### config.mk
export PLATFORM = sky130hd
export DESIGN_NAME = dino_runner_core
export DESIGN_NICKNAME = d
export VERILOG_FILES = /design/src/rtl/dino_runner_core.sv
export SDC_FILE = /design/constraint.sdc
export NUM_CORES = 1
export LEC_CHECK = 0
export BUFFER_PORTS_ARGS = -buffer_cell sky130_fd_sc_hd__buf_4
export CAP_MARGIN = 40
export CORE_ASPECT_RATIO = 0.9
export CORE_UTILIZATION = 57
export DETAILED_ROUTE_END_ITERATION = 8
export PLACE_DENSITY = 0.9
export SYNTH_ARGS = -nofsm -noshare
export SYNTH_HDL_FRONTEND = slang
export SYNTH_SLANG_ARGS = --single-unit
export TNS_END_PERCENT = 30
### constraint.sdc
create_clock -name clk -period 5.47 [get_ports clk]
set_input_delay 1.094 -clock clk [delete_from_list [all_inputs] [get_ports clk]]
set_output_delay 1.094 -clock clk [all_outputs]
set_load 0.03 [all_outputs]
### src/rtl/dino_runner_core.sv
// dino_runner_core: dino game FSM, jump physics, NUM_OBS scrolling obstacles, collision, score/speed ramp and pixel renderer; define HISCORE_EN to add the hiscore port
module dino_runner_core #(
  parameter int NUM_OBS    = 3,
  parameter int SCORE_W    = 16,
  parameter int SIZE       = 50,
  parameter int DINO_X     = 200,
  parameter int GROUND_Y   = 515,
  parameter int SPAWN_X    = 783,
  parameter int OBS_GAP    = 320,
  parameter int LEFT_X     = 144,
  parameter int JUMP_V     = 20,
  parameter int GRAVITY    = 1,
  parameter int SPEED0     = 4,
  parameter int SPEED_MAX  = 12,
  parameter int SPEED_STEP = 8
) (
  input  logic               clk,
  input  logic               rst,
  input  logic               frame_tick,
  input  logic               up,
  input  logic               bright,
  input  logic [9:0]         hCount,
  input  logic [9:0]         vCount,
  output logic [11:0]        rgb,
  output logic [SCORE_W-1:0] score,
  output logic [1:0]         state
`ifdef HISCORE_EN
  ,
  output logic [SCORE_W-1:0] hiscore
`endif
);
  localparam logic [1:0] INI = 2'd0, PLAY = 2'd1, DONE = 2'd2;
  localparam logic [10:0] GY = 11'(GROUND_Y);
  localparam logic [10:0] LX = 11'(LEFT_X);
  localparam logic [10:0] SX = 11'(SPAWN_X);
  localparam logic [10:0] WRAP = 11'(NUM_OBS * OBS_GAP);
  localparam logic [10:0] SZ = 11'(SIZE);
  localparam logic [10:0] DX = 11'(DINO_X);
  localparam logic [7:0] SMAX = 8'(SPEED_MAX);
  localparam logic [SCORE_W-1:0] STEP = SCORE_W'(SPEED_STEP);

  logic up_q, airborne, jump_req;
  logic [10:0] ypos;
  logic signed [7:0] vel;
  logic [7:0] speed;
  logic [10:0] obs_x [NUM_OBS];

  logic up_rise, tick, restart, do_jump, land, hit, inc, spd_up, dino_px;
  logic signed [7:0] nv, new_vel;
  logic [10:0] fall_y, new_y, h, v;
  logic [10:0] new_x [NUM_OBS];
  logic [NUM_OBS-1:0] pass, obs_hit, obs_on;
  logic [SCORE_W-1:0] sc_inc;
  logic [11:0] pix;

  always_comb begin
    up_rise = up & ~up_q;
    tick = frame_tick && state == PLAY;
    restart = state == DONE && up_rise;
    do_jump = jump_req && !airborne;
    // gravity is applied before the position step, so the apex lands GROUND_Y-sum(JUMP_V..1)
    nv = vel - 8'(GRAVITY);
    fall_y = ypos - {{3{nv[7]}}, nv};
    land = fall_y >= GY;
    new_y = do_jump ? GY - 11'(JUMP_V) : !airborne ? ypos : land ? GY : fall_y;
    new_vel = do_jump ? 8'(JUMP_V) : (!airborne || land) ? 8'sd0 : nv;
    h = {1'b0, hCount};
    v = {1'b0, vCount};
    for (int i = 0; i < NUM_OBS; i++) begin
      pass[i] = obs_x[i] - 11'(speed) < LX;
      new_x[i] = obs_x[i] - 11'(speed) + (pass[i] ? WRAP : 11'd0);
      obs_hit[i] = new_x[i] < DX + SZ && {1'b0, new_x[i]} + 12'(SIZE) > 12'(DINO_X);
      obs_on[i] = obs_x[i] <= SX && h >= obs_x[i] && {1'b0, h} < {1'b0, obs_x[i]} + 12'(SIZE)
                  && v >= GY - SZ && v < GY;
    end
    hit = |obs_hit && new_y > GY - SZ && {1'b0, new_y} < 12'(GROUND_Y + SIZE);
    sc_inc = score + 1'b1;
    inc = |pass && !hit && !(&score);
    spd_up = inc && sc_inc % STEP == '0 && speed < SMAX;
    dino_px = h >= DX && h < DX + SZ && v >= ypos - SZ && v < ypos;
    pix = !bright ? 12'h000 : dino_px ? (state == DONE ? 12'hF00 : 12'h0F0) :
          |obs_on ? 12'hA50 : v == GY ? 12'h888 : 12'hFFF;
  end

  always_ff @(posedge clk) begin
    up_q <= rst ? 1'b0 : up;
    if (rst || restart) begin
      state <= INI;
      score <= '0;
      ypos <= GY;
      vel <= '0;
      airborne <= 1'b0;
      jump_req <= 1'b0;
      speed <= 8'(SPEED0);
      rgb <= '0;
      for (int i = 0; i < NUM_OBS; i++) obs_x[i] <= 11'(SPAWN_X + i * OBS_GAP);
    end else begin
      rgb <= pix;
      if (state == INI && up_rise) state <= PLAY;
      if (state == PLAY && up_rise && !airborne) jump_req <= 1'b1;
      if (tick) begin
        ypos <= new_y;
        vel <= new_vel;
        airborne <= do_jump || (airborne && !land);
        if (do_jump) jump_req <= 1'b0;
        for (int i = 0; i < NUM_OBS; i++) obs_x[i] <= new_x[i];
        if (inc) score <= sc_inc;
        if (spd_up) speed <= speed + 1'b1;
        if (hit) state <= DONE;
      end
    end
  end

`ifdef HISCORE_EN
  always_ff @(posedge clk) begin
    if (rst) hiscore <= '0;
    else if (tick && hit && score > hiscore) hiscore <= score;
  end
`endif
endmodule

=== After elaboration in Yosys (flattened, before gate mapping) ===
Memory sizes are Yosys's and may differ from the RTL's.
Cells that the tools add are included.

* $add $sub $neg: 17
* $lt $le $gt $ge: 28
* Equal/unequal tests: 3
* Muxes and demuxes: 26
* Bitwise logic cells: 6
* Reductions and logical operators: 47

{| class="wikitable"
|+ Operators by type and width
! kind !! number
|-
| 11-bit 2-to-1 mux || 8
|-
| 11-bit by 6-bit adder with 12-bit output (second input constant) || 6
|-
| 11-bit by 8-bit < comparator with 1-bit output (second input constant) || 6
|-
| 10-bit by 11-bit greater-or-equal comparator with 1-bit output || 4
|-
| 12-bit by 8-bit greater-than comparator with 1-bit output (second input constant) || 3
|-
| 10-bit by 12-bit < comparator with 1-bit output || 3
|-
| 11-bit by 10-bit adder with 11-bit output || 3
|-
| 11-bit by 10-bit less-or-equal comparator with 1-bit output (second input constant) || 3
|-
| 11-bit by 8-bit subtractor with 11-bit output || 3
|-
| 1-bit logical AND || 31
|-
| 10-bit 2-to-1 mux || 3
|-
| 12-bit 2-to-1 mux || 2
|-
| 16-bit by 1-bit adder with 16-bit output (second input constant) || 1
|-
| 16-bit logical NOT || 1
|-
| 8-bit 2-to-1 mux || 2
|-
| 16-bit AND reduction || 1
|-
| 11-bit by 10-bit greater-or-equal comparator with 1-bit output (second input constant) || 1
|-
| 11-bit by 9-bit greater-than comparator with 1-bit output (second input constant) || 1
|-
| 10-bit by 11-bit < comparator with 1-bit output || 1
|-
| 11-bit by 10-bit < comparator with 1-bit output (second input constant) || 1
|-
| 11-bit subtractor || 1
|-
| 11-bit by 6-bit subtractor with 11-bit output (second input constant) || 1
|-
| 10-bit equality test (second input constant) || 1
|-
| 10-bit by 8-bit greater-or-equal comparator with 1-bit output (second input constant) || 1
|-
| other kinds (19) || 39
|}

* Bits in registers: 60
* RAM bits: 33
* Bits of input ports: 25
* Output and inout bits: 30
* Word-level logic and storage cells: 137
* Memories: 1

{| class="wikitable"
|+ Memories
! name !! depth !! width !! rd ports !! clocked after Yosys merged registers in !! wr ports !! line !! text
|-
| obs_x || 3 || 11 || 3 || 0 || 3 || 46 || <nowiki>logic [10:0] obs_x [NUM_OBS];</nowiki>
|}

=== Logic depth before layout (Yosys ltp) ===
An unclocked memory read counts as a cell.

* Word-level depth: 17
* Gate-level depth with buffers: 28
* Mapped depth without buffers: 26

=== Worst setup path after synthesis ===
No wires, ideal clock.

* Path kind: register to register
* From: register speed[1]
* To: register score[10]
* Library setup time: 0.070 ns
* Data arrival time: 5.386 ns
* Data required time: 5.400 ns
* Path slack: 0.014 ns
* Stages on the path, launching flop included: 22
* Buffers on the path: 1
* Clock period less this slack: 5.456 ns
* Path through: dfxtp_1 > inv_1 > ha_1 > nor2b_1 > o21a_1 > o21a_1 > or4_1 > o311ai_1 > or3b_1 > a2111oi_2 > ha_1 > inv_1 > fa_1 > nand2b_1 > a2111oi_0 > mux2_2 > o31a_1 > a221oi_2 > and2_4 > buf_6 > or4_1 > a21oi_1

* Cells in the longest elaborated chain, start to end: 14
* Elaborated cells on any way between the ends: 32
* Classes of those cells: 9 x add/sub; 9 x order compare; 3 x mux; 11 x reduce/logical

{| class="wikitable"
|+ Ends and longest elaborated chain
! what !! line !! text
|-
| from (decl) || 45 || <nowiki>logic [7:0] speed;</nowiki>
|-
| from (signal assigned) || 94 || <nowiki>speed <= 8'(SPEED0);</nowiki>
|-
| from (signal assigned) || 108 || <nowiki>if (spd_up) speed <= speed + 1'b1;</nowiki>
|-
| 11-bit by 8-bit subtractor with 11-bit output || 70, 71 ||
|-
| 11-bit by 8-bit < comparator with 1-bit output || 70 || <nowiki>pass[i] = obs_x[i] - 11'(speed) < LX;</nowiki>
|-
| 10-bit 2-to-1 mux || 71 || <nowiki>new_x[i] = obs_x[i] - 11'(speed) + (pass[i] ? WRAP : 11'd0);</nowiki>
|-
| 11-bit by 10-bit adder with 11-bit output || 71 ||
|-
| 11-bit by 6-bit adder with 12-bit output || 72 || <nowiki>obs_hit[i] = new_x[i] < DX + SZ && {1'b0, new_x[i]} + 12'(SIZE) > 12'(DINO_X);</nowiki>
|-
| 12-bit by 8-bit greater-than comparator with 1-bit output || 72 ||
|-
| 1-bit logical AND || 72 ||
|-
| 3-bit OR reduction || 76 || <nowiki>hit = |obs_hit && new_y > GY - SZ && {1'b0, new_y} < 12'(GROUND_Y + SIZE);</nowiki>
|-
| 1-bit logical AND (2 in a row) || 76 ||
|-
| 1-bit logical NOT || 78 || <nowiki>inc = |pass && !hit && !(&score);</nowiki>
|-
| 1-bit logical AND (*) (2 in a row) || 78 ||
|-
| 2-bit AND reduction (no source line) (*) || n/a ||
|-
| to (signal assigned) || 107 || <nowiki>if (inc) score <= sc_inc;</nowiki>
|-
| to (decl) || 25 || <nowiki>output logic [SCORE_W-1:0] score,</nowiki>
|}

Mark *: on every way between the ends. The rest lies on a longest branch, timed or not.
A chain may end at the register's enable or synchronous reset.

==> out/metrics.yaml <==
worst_setup_path:
  regToRegStartpoint: "obs_x[0][12]$_SDFFCE_PN1P_"
  crit_family: "compound AO/OA/AOI/OAI gates"
  crit_arrival_ns: 5.71
  reg2reg_depth: 19
  crit_type: "flip-flop to flip-flop"
  path_depth: 19
  critical_path_required_ns: 5.72
  slowest_delay_ns: 0.59
  slowest_stage: "a2111oi_2"
  critPathCaptureType: "flip-flop"
  cp-start-kind: "flip-flop"
  timing.critical_path.buf_inv: 1
  reg2reg_to: "score[4]$_SDFFE_PP0P_"
  path_cells: "ha_1 -> nor2b_1 -> o21a_1 -> o21a_1 -> or4_1 -> o311ai_2 -> or3b_4 -> a2111oi_4 -> ha_2 -> inv_1 -> fa_1 -> nand2b_1 -> a2111oi_2 -> mux2_4 -> o31a_1 -> a221oi_4 -> a2111oi_2 -> a311o_1 -> nand2_1"
  crit_path_end: "score[4]$_SDFFE_PP0P_"
  worstPathMaxFanout: 5
  cp-startpoint: "obs_x[0][12]$_SDFFCE_PN1P_"
  r2r_slack_ns: 0.01
flow_run:
  drv_cap: 0
clock_network:
  root_buffer: "clkbuf_16"
  cts_buffer_depth: 2
  insertion_delay_ns: 0.36
  htreeDepth: 3
  cts.sinks: 89
  clk_pin_slew_ns: 0.07
  cts_tree: "yes"
  cts-buffers-inserted: 9
route:
  drcViolationCount: 0
  routed_wl_um: 23800
  drtIter0Drc: 775
  dr_total_vias: 8338
  wl_met3_um: 2190
  first_pass_iters: 5
  wl_met1_um: 10200
  top_layer: "met4"
  viasPerCell: 6.36
  antenna_left: 0
  wl_met2_um: 10800
  wl_per_cell_um: 18.2
synthesis:
  synth-seq-cells: 89
  ys_warn_count: 0
  synthMuxAreaShare_pct: 0.931
  ys_types: 81
  yosys_most_used_dff: "dfxtp_1"
  synth_area_mm2: 0.00873
  synth_top_family_by_area: "compound AO/OA/AOI/OAI gates"
  synthCells: 1033
  synth_compound_area_share_pct: 22.1
  synth_nets: 1195
  synth_area_per_cell_um2: 8.45
  async_reset_ff_share_pct: 0
  synth_xor_area_share_pct: 6.68
  yosysSeqAreaShare_pct: 24.2
  synth_fa_ha_area_share_pct: 20.2
  synthSimpleGateAreaFrac_pct: 20.7
  synth_edf_count: 33
floorplanning:
  dieHeight_um: 119
  fp.dieW_um: 132
  rows: 42
  core_mm2: 0.0148
  pin_count: 55
  dieArea_mm2: 0.0158
  start_util_pct: 58.9
layout:
  finalNonFillerCells: 1311
  final_cell_mix: "ha_1 (125), buf_4 (90), inv_1 (79)"
  syn_to_final_growth_pct: 15.4
  drive_gt1_share_pct: 15.8
  layout.nets: 1270
  post-route-util_pct: 68.0
  final_common_cell: "ha_1"
  diodes: 0
outcome:
  status: "complete, no violations"
global_route:
  overflow: 0
  grt_start_max_net_pins: 36
  first_global_vias: 7749
  grt_pass1_wl_um: 37200
  grt_usage_pct: 29.2
  antenna_found_initial: 0
placement:
  placedCellCount: 1276
  gp_congestion: 0.923
  numPortBuffers: 54
  preCtsSetupSlack_ns: -0.0370
  hpwlAfterDp_um: 17300
sta:
  fin_crit_ns: 5.46
  drv_slew: 0
  rsz0062_at_grt: "yes"
  setup-tns-final_ns: 0
  fmax_mhz: 183
  worstMarginPinSlew_ns: 0.873
  timing.final.crit_share_pct: 99.8
  hold_ws_ns: 0.491
  clock_skew_ns: 0.0134
  final-hold-violation-count: 0
  finalSetupViolCount: 0
  setup_ws_ns: 0.0106
  slew_headroom_pct: 41.4
min_path:
  hold_path.class: "flip-flop to flip-flop"
power_and_ir_drop:
  power.density_mw_per_mm2: 177
  leakage_nw: 4.42
  peakVddDrop_v: 0.000159
==> per-stage QoR <==
step,total power [mW],cell area [um2]
after floorplan,0.999,8730
after global placement,1.10,9390
after detailed placement,1.11,9400
after CTS,1.75,9750
after global routing,1.86,10100
final,1.78,10100
==> worst min-delay path by stage <==
| stage | to | depth (start not counted) | startpoint | slack, ns |
|---|---|---|---|---|
| after floorplan | speed[3]$_SDFFE_PP0P_ | 1 | speed[3]$_SDFFE_PP0P_ | 0.45 |
| after global placement | speed[3]$_SDFFE_PP0P_ | 1 | speed[3]$_SDFFE_PP0P_ | 0.46 |
| after detailed placement | speed[3]$_SDFFE_PP0P_ | 1 | speed[3]$_SDFFE_PP0P_ | 0.47 |
| after CTS | speed[3]$_SDFFE_PP0P_ | 1 | speed[3]$_SDFFE_PP0P_ | 0.49 |
| after global routing | speed[3]$_SDFFE_PP0P_ | 1 | speed[3]$_SDFFE_PP0P_ | 0.52 |
| final | speed[3]$_SDFFE_PP0P_ | 1 | speed[3]$_SDFFE_PP0P_ | 0.49 |
==> flip-flops by register name (all words and copies together), names as in the netlist <==
| register | count |
|---|---|
| vel | 8 |
| state | 2 |
| up_q | 1 |
| ypos | 11 |
| airborne | 1 |
| rgb | 8 |
| score | 16 |
| jump_req | 1 |
| speed | 8 |
| obs_x | 33 |
==> timing repair <==
action                                  CTS  global route
endpoints found under the setup margin   14            22
gates resized for setup                   3            55
gates cloned                              0             2
hold buffers                              0             0
buffers inserted                          3            14
pin swaps                                 1            27
==> power by group <==
group          internal [mW]  total [mW]  leakage [nW]  switching, mW
registers              0.703       0.723         0.737         0.0204
logic                  0.174       0.409          3.53          0.236
clock network          0.384       0.651         0.153          0.267
total                   1.26        1.78          4.42          0.523
==> cell families after synthesis <==
kind of cell / Yosys count
muxes: 8
buffers and inverters: 112
adders and majority gates: 137
and+or+nand+nor: 339
AOI/OAI and AO/OA: 283
xor gates and xnor gates: 65
DFF: 89
==> cell type report <==
type                            count  area [um2]
Fill cell                        1114        4740
Inverter                           83         312
Multi-Input combinational cell    834        6400
Timing Repair Buffer               91         687
Clock inverter                      5        60.1
Tap cell                          198         248
Sequential cell                    89        2110
Clock buffer                       11         254
==> Yosys cell counts (17+ instances only) <==
master      n  share of area [%]
a21o_1     23                2.0
a21oi_1    60                3.4
dfxtp_1    56                 13
edfxtp_1   33                 11
ha_1      130                 19
inv_1      83                3.6
nand2_1    78                3.4
nand2b_1   17                1.2
nand3_1    24                1.4
nor2_1     62                2.7
nor2b_1    26                1.9
nor3_1     20                1.1
o21a_1     29                2.5
o21ai_0    51                2.9
o31ai_1    20                1.7
xnor2_1    51                5.1
==> per-layer routing <==
metal,track usage [%],vias to the layer above
li1,-,3946
met1,38.9,3946
met2,46.8,384
met3,7.28,62
met4,7.90,0
met5,0,-
(Power assumes the default switching activity.)
